==> src/rtl/uart_pkg.sv <==
// Shared types and constants for the memory-mapped UART transmitter.
package uart_pkg;

    typedef enum logic [1:0] {
        StIdle,
        StStart,
        StData,
        StStop
    } uart_state_t;

    localparam logic [15:0] DEFAULT_TX_DATA_ADDR = 16'hF800;
    localparam logic [15:0] DEFAULT_TX_STAT_ADDR = 16'hF801;

    // Status word bit positions
    localparam int unsigned STAT_BUSY    = 0;
    localparam int unsigned STAT_FULL    = 1;
    localparam int unsigned STAT_EMPTY   = 2;
    localparam int unsigned STAT_OVF     = 3;
    localparam int unsigned STAT_CNT_LSB = 4;

    // FIFO fill level clipped to the 4-bit status field
    function automatic logic [3:0] sat_count4(input int unsigned cnt);
        return (cnt > 15) ? 4'hF : cnt[3:0];
    endfunction

endpackage

==> src/rtl/uart_tx_mmio_if.sv <==
// CPU data-bus slice seen by the UART: address/store data in, select/load data out.
interface uart_tx_mmio_if #(
    parameter int unsigned WORD_WIDTH = 16
);
    logic [WORD_WIDTH-1:0] data_addr;
    logic [WORD_WIDTH-1:0] data_out;
    logic                  mem_write_en;
    logic                  sel;
    logic [WORD_WIDTH-1:0] rd_data;

    modport master (
        output data_addr, data_out, mem_write_en,
        input  sel, rd_data
    );

    modport slave (
        input  data_addr, data_out, mem_write_en,
        output sel, rd_data
    );
endinterface

==> src/rtl/sync_fifo.sv <==
// Single-clock FIFO with combinational head read and occupancy count.
module sync_fifo #(
    parameter int unsigned WIDTH = 8,
    parameter int unsigned DEPTH = 8
) (
    input  logic                     clk,
    input  logic                     rst,
    input  logic                     push,
    input  logic                     pop,
    input  logic [WIDTH-1:0]         wdata,
    output logic [WIDTH-1:0]         rdata,
    output logic                     full,
    output logic                     empty,
    output logic [$clog2(DEPTH):0]   count
);
    localparam int unsigned AW = $clog2(DEPTH);
    localparam int unsigned CW = AW + 1;

    logic [WIDTH-1:0] mem_q [DEPTH];
    logic [AW-1:0]    wptr_q, rptr_q;
    logic [CW-1:0]    count_q;
    logic             do_push, do_pop;

    assign full    = (count_q == CW'(DEPTH));
    assign empty   = (count_q == '0);
    assign count   = count_q;
    assign rdata   = mem_q[rptr_q];
    // A push into a full FIFO is legal when a pop frees a slot on the same edge
    assign do_push = push && (!full || pop);
    assign do_pop  = pop && !empty;

    // Storage array; no reset needed since reads are gated by empty
    always_ff @(posedge clk) begin
        if (do_push) begin
            mem_q[wptr_q] <= wdata;
        end
    end

    // Pointers wrap naturally; count tracks net push/pop
    always_ff @(posedge clk or negedge rst) begin
        if (!rst) begin
            wptr_q  <= '0;
            rptr_q  <= '0;
            count_q <= '0;
        end else begin
            if (do_push) wptr_q <= wptr_q + AW'(1);
            if (do_pop)  rptr_q <= rptr_q + AW'(1);
            unique case ({do_push, do_pop})
                2'b10:   count_q <= count_q + CW'(1);
                2'b01:   count_q <= count_q - CW'(1);
                default: ;
            endcase
        end
    end

endmodule

==> src/rtl/uart_tx_mmio.sv <==
// Memory-mapped 8N1 UART transmitter: bus decode, overflow flag, serial FSM.
module uart_tx_mmio
    import uart_pkg::*;
#(
    parameter int unsigned           WORD_WIDTH   = 16,
    parameter int unsigned           FIFO_DEPTH   = 8,
    parameter int unsigned           CLKS_PER_BIT = 434,
    parameter logic [WORD_WIDTH-1:0] TX_DATA_ADDR = WORD_WIDTH'(DEFAULT_TX_DATA_ADDR),
    parameter logic [WORD_WIDTH-1:0] TX_STAT_ADDR = WORD_WIDTH'(DEFAULT_TX_STAT_ADDR)
) (
    input  logic                 clk,
    input  logic                 rst,
    input  logic                 clk_stb_800k,
    uart_tx_mmio_if.slave        bus,
    output logic                 tx
);
    localparam int unsigned BAUD_W = $clog2(CLKS_PER_BIT);
    localparam int unsigned CNT_W  = $clog2(FIFO_DEPTH) + 1;

    uart_state_t       state_q;
    logic [BAUD_W-1:0] baud_q;
    logic [2:0]        bit_q;
    logic [7:0]        shift_q;
    logic              tx_q;
    logic              ovf_q;

    logic              hit_data, hit_stat, bus_wr, push_req, clr_req;
    logic              baud_last, fifo_pop, fifo_push, ovf_set;
    logic              fifo_full, fifo_empty;
    logic [7:0]        fifo_rdata;
    logic [CNT_W-1:0]  fifo_count;
    logic [WORD_WIDTH-1:0] rd_data_w;
    logic              unused_data_hi;

    assign hit_data  = (bus.data_addr == TX_DATA_ADDR);
    assign hit_stat  = (bus.data_addr == TX_STAT_ADDR);
    // The CPU holds mem_write_en for a whole step; the strobe makes it one write
    assign bus_wr    = clk_stb_800k && bus.mem_write_en;
    assign push_req  = bus_wr && hit_data;
    assign clr_req   = bus_wr && hit_stat;
    assign baud_last = (baud_q == BAUD_W'(CLKS_PER_BIT - 1));
    assign fifo_pop  = !fifo_empty &&
                       ((state_q == StIdle) || ((state_q == StStop) && baud_last));
    assign fifo_push = push_req && (!fifo_full || fifo_pop);
    assign ovf_set   = push_req && fifo_full && !fifo_pop;

    assign unused_data_hi = ^bus.data_out[WORD_WIDTH-1:8];

    sync_fifo #(
        .WIDTH (8),
        .DEPTH (FIFO_DEPTH)
    ) u_fifo (
        .clk   (clk),
        .rst   (rst),
        .push  (fifo_push),
        .pop   (fifo_pop),
        .wdata (bus.data_out[7:0]),
        .rdata (fifo_rdata),
        .full  (fifo_full),
        .empty (fifo_empty),
        .count (fifo_count)
    );

    // Sticky overflow; a set on the same edge as a clear wins
    always_ff @(posedge clk or negedge rst) begin
        if (!rst) begin
            ovf_q <= 1'b0;
        end else if (ovf_set) begin
            ovf_q <= 1'b1;
        end else if (clr_req) begin
            ovf_q <= 1'b0;
        end
    end

    // Serial engine: start, 8 data bits LSB first, stop; tx is registered
    always_ff @(posedge clk or negedge rst) begin
        if (!rst) begin
            state_q <= StIdle;
            baud_q  <= '0;
            bit_q   <= '0;
            shift_q <= '0;
            tx_q    <= 1'b1;
        end else begin
            unique case (state_q)
                StIdle: begin
                    if (!fifo_empty) begin
                        state_q <= StStart;
                        shift_q <= fifo_rdata;
                        baud_q  <= '0;
                        tx_q    <= 1'b0;
                    end
                end
                StStart: begin
                    if (baud_last) begin
                        state_q <= StData;
                        baud_q  <= '0;
                        bit_q   <= '0;
                        tx_q    <= shift_q[0];
                    end else begin
                        baud_q <= baud_q + BAUD_W'(1);
                    end
                end
                StData: begin
                    if (baud_last) begin
                        baud_q <= '0;
                        if (bit_q == 3'd7) begin
                            state_q <= StStop;
                            tx_q    <= 1'b1;
                        end else begin
                            bit_q   <= bit_q + 3'd1;
                            shift_q <= {1'b0, shift_q[7:1]};
                            tx_q    <= shift_q[1];
                        end
                    end else begin
                        baud_q <= baud_q + BAUD_W'(1);
                    end
                end
                StStop: begin
                    if (baud_last) begin
                        baud_q <= '0;
                        // Chain straight into the next start bit for gapless frames
                        if (!fifo_empty) begin
                            state_q <= StStart;
                            shift_q <= fifo_rdata;
                            tx_q    <= 1'b0;
                        end else begin
                            state_q <= StIdle;
                            tx_q    <= 1'b1;
                        end
                    end else begin
                        baud_q <= baud_q + BAUD_W'(1);
                    end
                end
                default: state_q <= StIdle;
            endcase
        end
    end

    // Status word for loads; zero for any other address
    always_comb begin
        rd_data_w = '0;
        if (hit_stat) begin
            rd_data_w[STAT_BUSY]          = (state_q != StIdle);
            rd_data_w[STAT_FULL]          = fifo_full;
            rd_data_w[STAT_EMPTY]         = fifo_empty;
            rd_data_w[STAT_OVF]           = ovf_q;
            rd_data_w[STAT_CNT_LSB +: 4]  = sat_count4(32'(fifo_count));
        end
    end

    assign bus.sel     = hit_data || hit_stat;
    assign bus.rd_data = rd_data_w;
    assign tx          = tx_q;

endmodule

==> src/flat_wrapper.sv <==
// flat-port wrapper written by rule: the top's interface ports become plain ports
module uart_tx_mmio_flat import uart_pkg::*;
#(
    parameter int unsigned           WORD_WIDTH   = 16,
    parameter int unsigned           FIFO_DEPTH   = 8,
    parameter int unsigned           CLKS_PER_BIT = 434,
    parameter logic [WORD_WIDTH-1:0] TX_DATA_ADDR = WORD_WIDTH'(DEFAULT_TX_DATA_ADDR),
    parameter logic [WORD_WIDTH-1:0] TX_STAT_ADDR = WORD_WIDTH'(DEFAULT_TX_STAT_ADDR)
)
  (clk, rst, clk_stb_800k, tx, bus_data_addr, bus_data_out, bus_mem_write_en, bus_sel, bus_rd_data);
  uart_tx_mmio_if #(.WORD_WIDTH(WORD_WIDTH)) bus_i ();
  input  logic clk;
  input  logic rst;
  input  logic clk_stb_800k;
  output logic tx;
  input wire logic [$bits(bus_i.data_addr)-1:0] bus_data_addr;
  input wire logic [$bits(bus_i.data_out)-1:0] bus_data_out;
  input wire logic [$bits(bus_i.mem_write_en)-1:0] bus_mem_write_en;
  output wire logic [$bits(bus_i.sel)-1:0] bus_sel;
  output wire logic [$bits(bus_i.rd_data)-1:0] bus_rd_data;
  assign bus_i.data_addr = bus_data_addr;
  assign bus_i.data_out = bus_data_out;
  assign bus_i.mem_write_en = bus_mem_write_en;
  assign bus_sel = bus_i.sel;
  assign bus_rd_data = bus_i.rd_data;
  uart_tx_mmio #(.WORD_WIDTH(WORD_WIDTH), .FIFO_DEPTH(FIFO_DEPTH), .CLKS_PER_BIT(CLKS_PER_BIT), .TX_DATA_ADDR(TX_DATA_ADDR), .TX_STAT_ADDR(TX_STAT_ADDR)) u_core (.clk(clk), .rst(rst), .clk_stb_800k(clk_stb_800k), .bus(bus_i), .tx(tx));
endmodule
==> config.mk <==
export PLATFORM = sky130hd
export DESIGN_NAME = uart_tx_mmio_flat
export DESIGN_NICKNAME = d
export VERILOG_FILES = /design/src/rtl/uart_pkg.sv /design/src/rtl/uart_tx_mmio_if.sv /design/src/rtl/sync_fifo.sv /design/src/rtl/uart_tx_mmio.sv /design/src/flat_wrapper.sv
export SDC_FILE = /design/constraint.sdc
export NUM_CORES = 1
export LEC_CHECK = 0
export CAP_MARGIN = 20
export CELL_PAD_IN_SITES_DETAIL_PLACEMENT = 1
export CELL_PAD_IN_SITES_GLOBAL_PLACEMENT = 1
export CORE_MARGIN = 3
export CORE_UTILIZATION = 50
export DETAILED_ROUTE_END_ITERATION = 6
export GPL_TIMING_DRIVEN = 0
export PLACE_DENSITY_LB_ADDON = 0.1
export RECOVER_POWER = 100
export SLEW_MARGIN = 30
export SYNTH_ARGS = -nofsm -noshare
export SYNTH_HDL_FRONTEND = slang
export SYNTH_SLANG_ARGS = --single-unit
==> constraint.sdc <==
create_clock -name clk -period 4.7 [get_ports clk]
set_input_delay 1.41 -clock clk [delete_from_list [all_inputs] [get_ports clk]]
set_output_delay 1.41 -clock clk [all_outputs]
set_load 0.03 [all_outputs]
==> results of run 1 <==
## routing by layer
| layer | routed length, um | part of all wire |
|---|---|---|
| met5 | 0 | 0 |
| met4 | 76 | 0.0084 |
| met3 | 251 | 0.028 |
| met2 | 4310 | 0.48 |
| met1 | 4380 | 0.49 |
## metrics by stage
step                      worst slack, ns  instances  area (um^2)  hold slack, ns
after floorplan                    0.0716        321         4540           0.437
after global routing             -0.00653        486         5230           0.514
after CTS                         0.00294        485         5250           0.486
after global placement             -0.500        466         5050           0.462
final                              0.0296        486         5230           0.478
after detailed placement           -0.576        467         5080           0.471
## worst max-delay path by stage
stage                     endpoint  slack [ns]  cells after the start
global route        bus_rd_data[6]      -0.007                      6
CTS                 bus_rd_data[0]       0.003                      6
global placement    bus_rd_data[1]       -0.50                      6
finish              bus_rd_data[6]        0.03                      6
floorplan           bus_rd_data[1]        0.07                      4
detailed placement  bus_rd_data[1]       -0.58                      6
## cell type report
cell class | count | area share
Tap cell | 108 | 0.0258
Clock inverter | 7 | 0.0117
Timing Repair Buffer | 41 | 0.0701
Sequential cell | 98 | 0.530
Multi-Input combinational cell | 196 | 0.313
Inverter | 8 | 0.00574
Clock buffer | 9 | 0.0237
Buffer | 19 | 0.0194
## synthesized netlist by cell type, types with 8 or more instances
cell | count | share of area
buf_4 | 8 | 0.013
nor2_1 | 19 | 0.016
edfxtp_1 | 64 | 0.43
ha_1 | 15 | 0.042
nand2_1 | 25 | 0.021
inv_1 | 8 | 0.0066
mux2i_1 | 9 | 0.020
mux4_2 | 16 | 0.080
clkbuf_1 | 9 | 0.0075
mux2_2 | 10 | 0.025
o21ai_0 | 23 | 0.025
dfrtp_1 | 33 | 0.18
## layout by cell type (no fill, tap or decap), drive strengths merged, types with 2 or more instances in the layout
master	n
edfxtp	64
dfrtp	33
nand2	26
o21ai	23
clkbuf	22
buf	20
nor2	19
clkdlybuf4s50	18
mux4	16
ha	15
mux2	11
inv	11
mux2i	9
dlygate4sd3	9
conb	8
and3	7
a21oi	6
o31ai	6
nand3	5
nand2b	5
xor2	4
xnor2	4
clkinv	4
nor3	4
a31oi	3
or4b	3
and2	2
a22o	2
a21o	2
nor2b	2
nor4	2
## power by group
part	switching, mW	total (mW)	internal [mW]
logic	0.509	0.974	0.466
registers	0.0832	1.11	1.02
clock network	0.315	0.518	0.203
## logic make-up after synthesis
kind of cell	after synthesis	share of synthesized area
AO/OA/AOI/OAI	49	0.0659
other	1	0.000830
buffers and inverters	27	0.0294
flip-flops	98	0.614
XOR/XNOR	8	0.0155
AND/OR/NAND/NOR	79	0.101
adder cells (fa/ha/maj)	16	0.0460
multiplexers	36	0.128
## repair_timing
action	4_1_cts	5_1_grt
pin swaps	1	1
hold endpoints to repair	0	0
buffers inserted	2	1
endpoints found under the setup margin	9	8
resized for setup	37	18
## critical path: cells and delay by family
kind / cells / cell delay [ns]
buf+inv: 3 / 0.75
simple gates: 3 / 1.10
## sequential cells by signal, summed over array words and instances, names as in the netlist
register	flops
u_core.u_fifo.rptr_q	3
u_core.ovf_q	1
u_core.u_fifo.count	4
u_core.state_q	2
u_core.tx	1
u_core.bit_q	3
u_core.baud_q	9
u_core.u_fifo.wptr_q	3
u_core.u_fifo.mem_q	64
u_core.shift_q	8
==> impl_metrics.toml, run 1 <==
[routing]
drc_errors = 0
drtIter0Drc = 102
via_count = 2730
drtPass1Iterations = 4
vias_per_cell = 5.62
finalWirelength_um = 9020
wl_per_cell_um = 18.5
ant_nets = 0

[critical_path]
cpMostUsedCell = "buf_4"
worst-setup-path-type = "primary input to output pin"
crit_fanout = 5
r2r_start = "u_core.u_fifo.count[0]"
timing.rr.end = "u_core.u_fifo.count[3]"
endpoint_kind = "output pin"
start_kind = "primary input"
cp-startpoint = "bus_data_addr[1]"
slowest_stage = "or4_4"
crit_required_ns = 3.29
cp_slowest_stage_delay_ns = 0.55
ff2ff_path_depth = 9
regToRegSetupSlack_ns = 1.44
cp.arrival_ns = 3.26
crit_chain = "clkdlybuf4s50_1 > or4_4 > nor4_4 > buf_4 > and3_2 > buf_4"

[place]
io_buffers = 37
hpwlAfterDp_um = 6330
gp_congestion = 0.800

[synthesis]
synthCells = 314
synth_warnings = 0
ys_seq_area_frac = 0.614
syn_area_um2 = 4520
synth_edf_count = 64
synth.avg_cell_area_um2 = 14.4
async_flop_share = 0.347
yosysUniqueCellTypes = 51
synth_ff_type = "edfxtp_1"
ys_ff_latch = 98

[sta]
setup_viol = 0
maxSlewHeadroom = 0.162
fin_crit_ns = 4.67
slew_violations = 0
period_share = 0.994
hold_viol_final = 0
tns_ns = 0
max_freq_mhz = 214
skew_ns = 0.0139
worstMarginPinSlew_ns = 1.24

[global_route]
grt_antenna_before_repair = 0
grt_use_met3 = 0.0367
grt.busiest_layer = "met2"
grt_pass1_vias = 2858
grt_pass1_wl_um = 14700
met1_usage = 0.272
grt_max_degree = 22
track_usage = 0.190
grt-ovfl-total = 0
met2_usage = 0.301

[pwr]
pwr_density_cell_nw_per_um2 = 496
ir_drop_uv = 241
finalPower_mw = 2.60
p_leak_nw = 2.01

[die]
initial_utilization = 0.516
pin_count = 54
coreArea_um2 = 8760
dieHeight_um = 101
die_area_um2 = 10200
die_w_um = 101
num_rows = 34

[final_layout]
nFillCells = 885
drive_gt1_frac = 0.209
utilization = 0.597
regArea_um2 = 2770
nets = 425
areaGrowthSynthToFinish_pct = 15.8
multi_input_area_um2 = 1640
antenna_cells = 0

[clocking]
cts_sinks = 98
cts_htree_levels = 3
clockBufferDepth = 2
cts_hold_repair.buffers = 0
cts_tree = "built"
root_buffer = "clkbuf_8"
worst_skew_pair.late_latency_ns = 0.36
path_clk_slew_ns = 0.10
cts_made_buffers = 9

[worst_hold_path]
holdPathStages = 2
min_to = "u_core.tx"
hp-class = "register to register"
hold_path.startpoint = "u_core.tx"

[flow_run]
maxCapViolCount = 0

[outcome]
status = "finished, final reports clean"
Note: power is estimated with default switching activity, not from simulation.
==> inputs of run 2 (changes only) <==
--- a/config.mk
+++ b/config.mk
@@ -8,6 +8,7 @@
 export CAP_MARGIN = 20
 export CELL_PAD_IN_SITES_DETAIL_PLACEMENT = 1
 export CELL_PAD_IN_SITES_GLOBAL_PLACEMENT = 1
+export CORE_ASPECT_RATIO = 1.4
 export CORE_MARGIN = 3
 export CORE_UTILIZATION = 50
 export DETAILED_ROUTE_END_ITERATION = 6
==> run 2 against run 1 <==
Net effect: register-to-register slack better by 0.07 ns; die area up 0.16%; cell area is 2.1% higher; maximum frequency increased by 0.57%; largest power group unchanged.
==> impl_metrics.toml, run 2 (synthesized netlist as in run 1, its figures left out) <==
[die]
die_area_um2 = 10200
initial_utilization = 0.519
coreArea_um2 = 8710
pin_count = 54
dieHeight_um = 118
num_rows = 40
die_w_um = 86.3

[routing]
ant_nets = 0
met3_length_um = 224
drtIter0Drc = 95
wl_met2_um = 5590
drtPass1Iterations = 4
highest_layer = "met4"
vias_per_cell = 5.70
wl_per_cell_um = 20.2
via_count = 2757
drc_errors = 0
met1_length_um = 3690
finalWirelength_um = 9770

[critical_path]
cpMostUsedCell = "buf_4"
crit_required_ns = 3.29
timing.rr.end = "u_core.u_fifo.count[3]"
start_kind = "primary input"
crit_chain = "clkdlybuf4s50_1 > or4b_4 > nor4_4 > buf_4 > and3_2 > buf_4"
cp.arrival_ns = 3.23
endpoint_kind = "output pin"
worst-setup-path-type = "primary input to output pin"
cp_slowest_stage_delay_ns = 0.55
r2r_start = "u_core.u_fifo.count[0]"
regToRegSetupSlack_ns = 1.51
crit_fanout = 6
ff2ff_path_depth = 9
slowest_stage = "or4b_4"

[sta]
period_share = 0.988
setup_viol = 0
slew_violations = 0
layout_setup_ws_ns = 0.0559
worstMarginPinSlew_ns = 1.19
maxSlewHeadroom = 0.200
skew_ns = 0.00706
rsz0062_at_grt = "yes"
tns_ns = 0
hold_viol_final = 0
fin_crit_ns = 4.64
max_freq_mhz = 215

[pwr]
finalPower_mw = 2.79
pwr_density_cell_nw_per_um2 = 523
p_leak_nw = 2.06
ir_drop_uv = 303

[clocking]
path_clk_slew_ns = 0.07
cts_tree = "built"
clockBufferDepth = 2
cts_sinks = 98
root_buffer = "clkbuf_16"
cts_htree_levels = 3
worst_skew_pair.late_latency_ns = 0.34
cts_made_buffers = 9

[final_layout]
instances_no_fill = 484
final_cell_mix = "64 x edfxtp_1, 33 x dfrtp_1, 24 x nand2_1"
drive_gt1_frac = 0.222
nFillCells = 847
utilization = 0.613
nets = 426
final_common_cell = "edfxtp_1"
regMostFlops = "u_core.u_fifo.mem_q"
reg.largest.list = "u_core.u_fifo.mem_q x64, u_core.baud_q x9, u_core.shift_q x8"
largest_reg_flops = 64
areaGrowthSynthToFinish_pct = 18.2
antenna_cells = 0

[worst_hold_path]
holdPathStages = 1
hold_path.startpoint = "u_core.baud_q[8]"
hp-class = "register to register"
min_to = "u_core.baud_q[8]"

[place]
hpwlAfterDp_um = 7010
dpl.cell_count = 464
gp_congestion = 0.790
io_buffers = 37
dp_slack_ns = -0.660

[global_route]
grt_pass1_wl_um = 16200
grt_max_degree = 22
grt-ovfl-total = 0
track_usage = 0.209
grt_pass1_vias = 3024
grt_antenna_before_repair = 0

[flow_run]
maxCapViolCount = 0

[outcome]
status = "finished, final reports clean"
==> run 2: cell types whose count changed in the layout (fill, tap and decap cells not counted), moves of 2 or more <==
cell       before  now
clkbuf_8        9    0
clkbuf_16       0    9
nor2_1         19   17
buf_4          12   15
buf_6           3    1
nor2_2          0    2
==> run 2: how the worst max path moves through the flow <==
stage                     start  cells after the start  slack (ns)             end
2_1_floorplan  bus_data_addr[1]                      4        0.07  bus_rd_data[1]
3_3_place_gp   bus_data_addr[1]                      6       -0.57  bus_rd_data[1]
3_5_place_dp   bus_data_addr[1]                      6       -0.66  bus_rd_data[1]
4_1_cts        bus_data_addr[9]                      5       -0.02         bus_sel
5_1_grt        bus_data_addr[1]                      6      -0.009  bus_rd_data[7]
6_report       bus_data_addr[9]                      6        0.06  bus_rd_data[3]
==> run 2: metal layers <==
metal	vias up	global-route usage
met3	18	0.0251
li1	1287	-
met2	47	0.375
met5	-	0
met4	0	0.0975
met1	1405	0.242
==> run 2: per-stage QoR <==
step                hold slack, ns  instance area (um^2)
finish                       0.471                  5340
global route                 0.515                  5340
CTS                          0.475                  5360
detailed placement           0.465                  5070
global placement             0.465                  5050
floorplan                    0.437                  4540
==> run 2: where the power goes <==
part	total (mW)	switching [mW]	internal, mW
sequential	1.11	0.0900	1.02
clock	0.703	0.333	0.370
combinational	0.975	0.510	0.465
total	2.79	0.933	1.86
==> run 2: area by class of cell <==
type	count	area (um^2)	area share
flip-flops and latches	98	2770	0.519
clock inverters	7	62.6	0.0117
well taps	105	131	0.0246
plain buffers	19	101	0.0190
inverters	8	30.0	0.00562
clock buffers	9	225	0.0422
repair buffers	42	367	0.0687
multi-input cells	196	1650	0.309
==> run 2: repair_timing <==
item	4_1_cts	5_1_grt
hold buffers	0	0
gates cloned	0	0
setup buffers	2	2
pin swaps	1	0
resized for setup	36	18
endpoints found under the setup margin	9	9
==> run 2: worst max-delay path: cells and delay by family <==
kind          cells  cell delay (ns)
simple gates      3             1.08
buf+inv           3             0.75
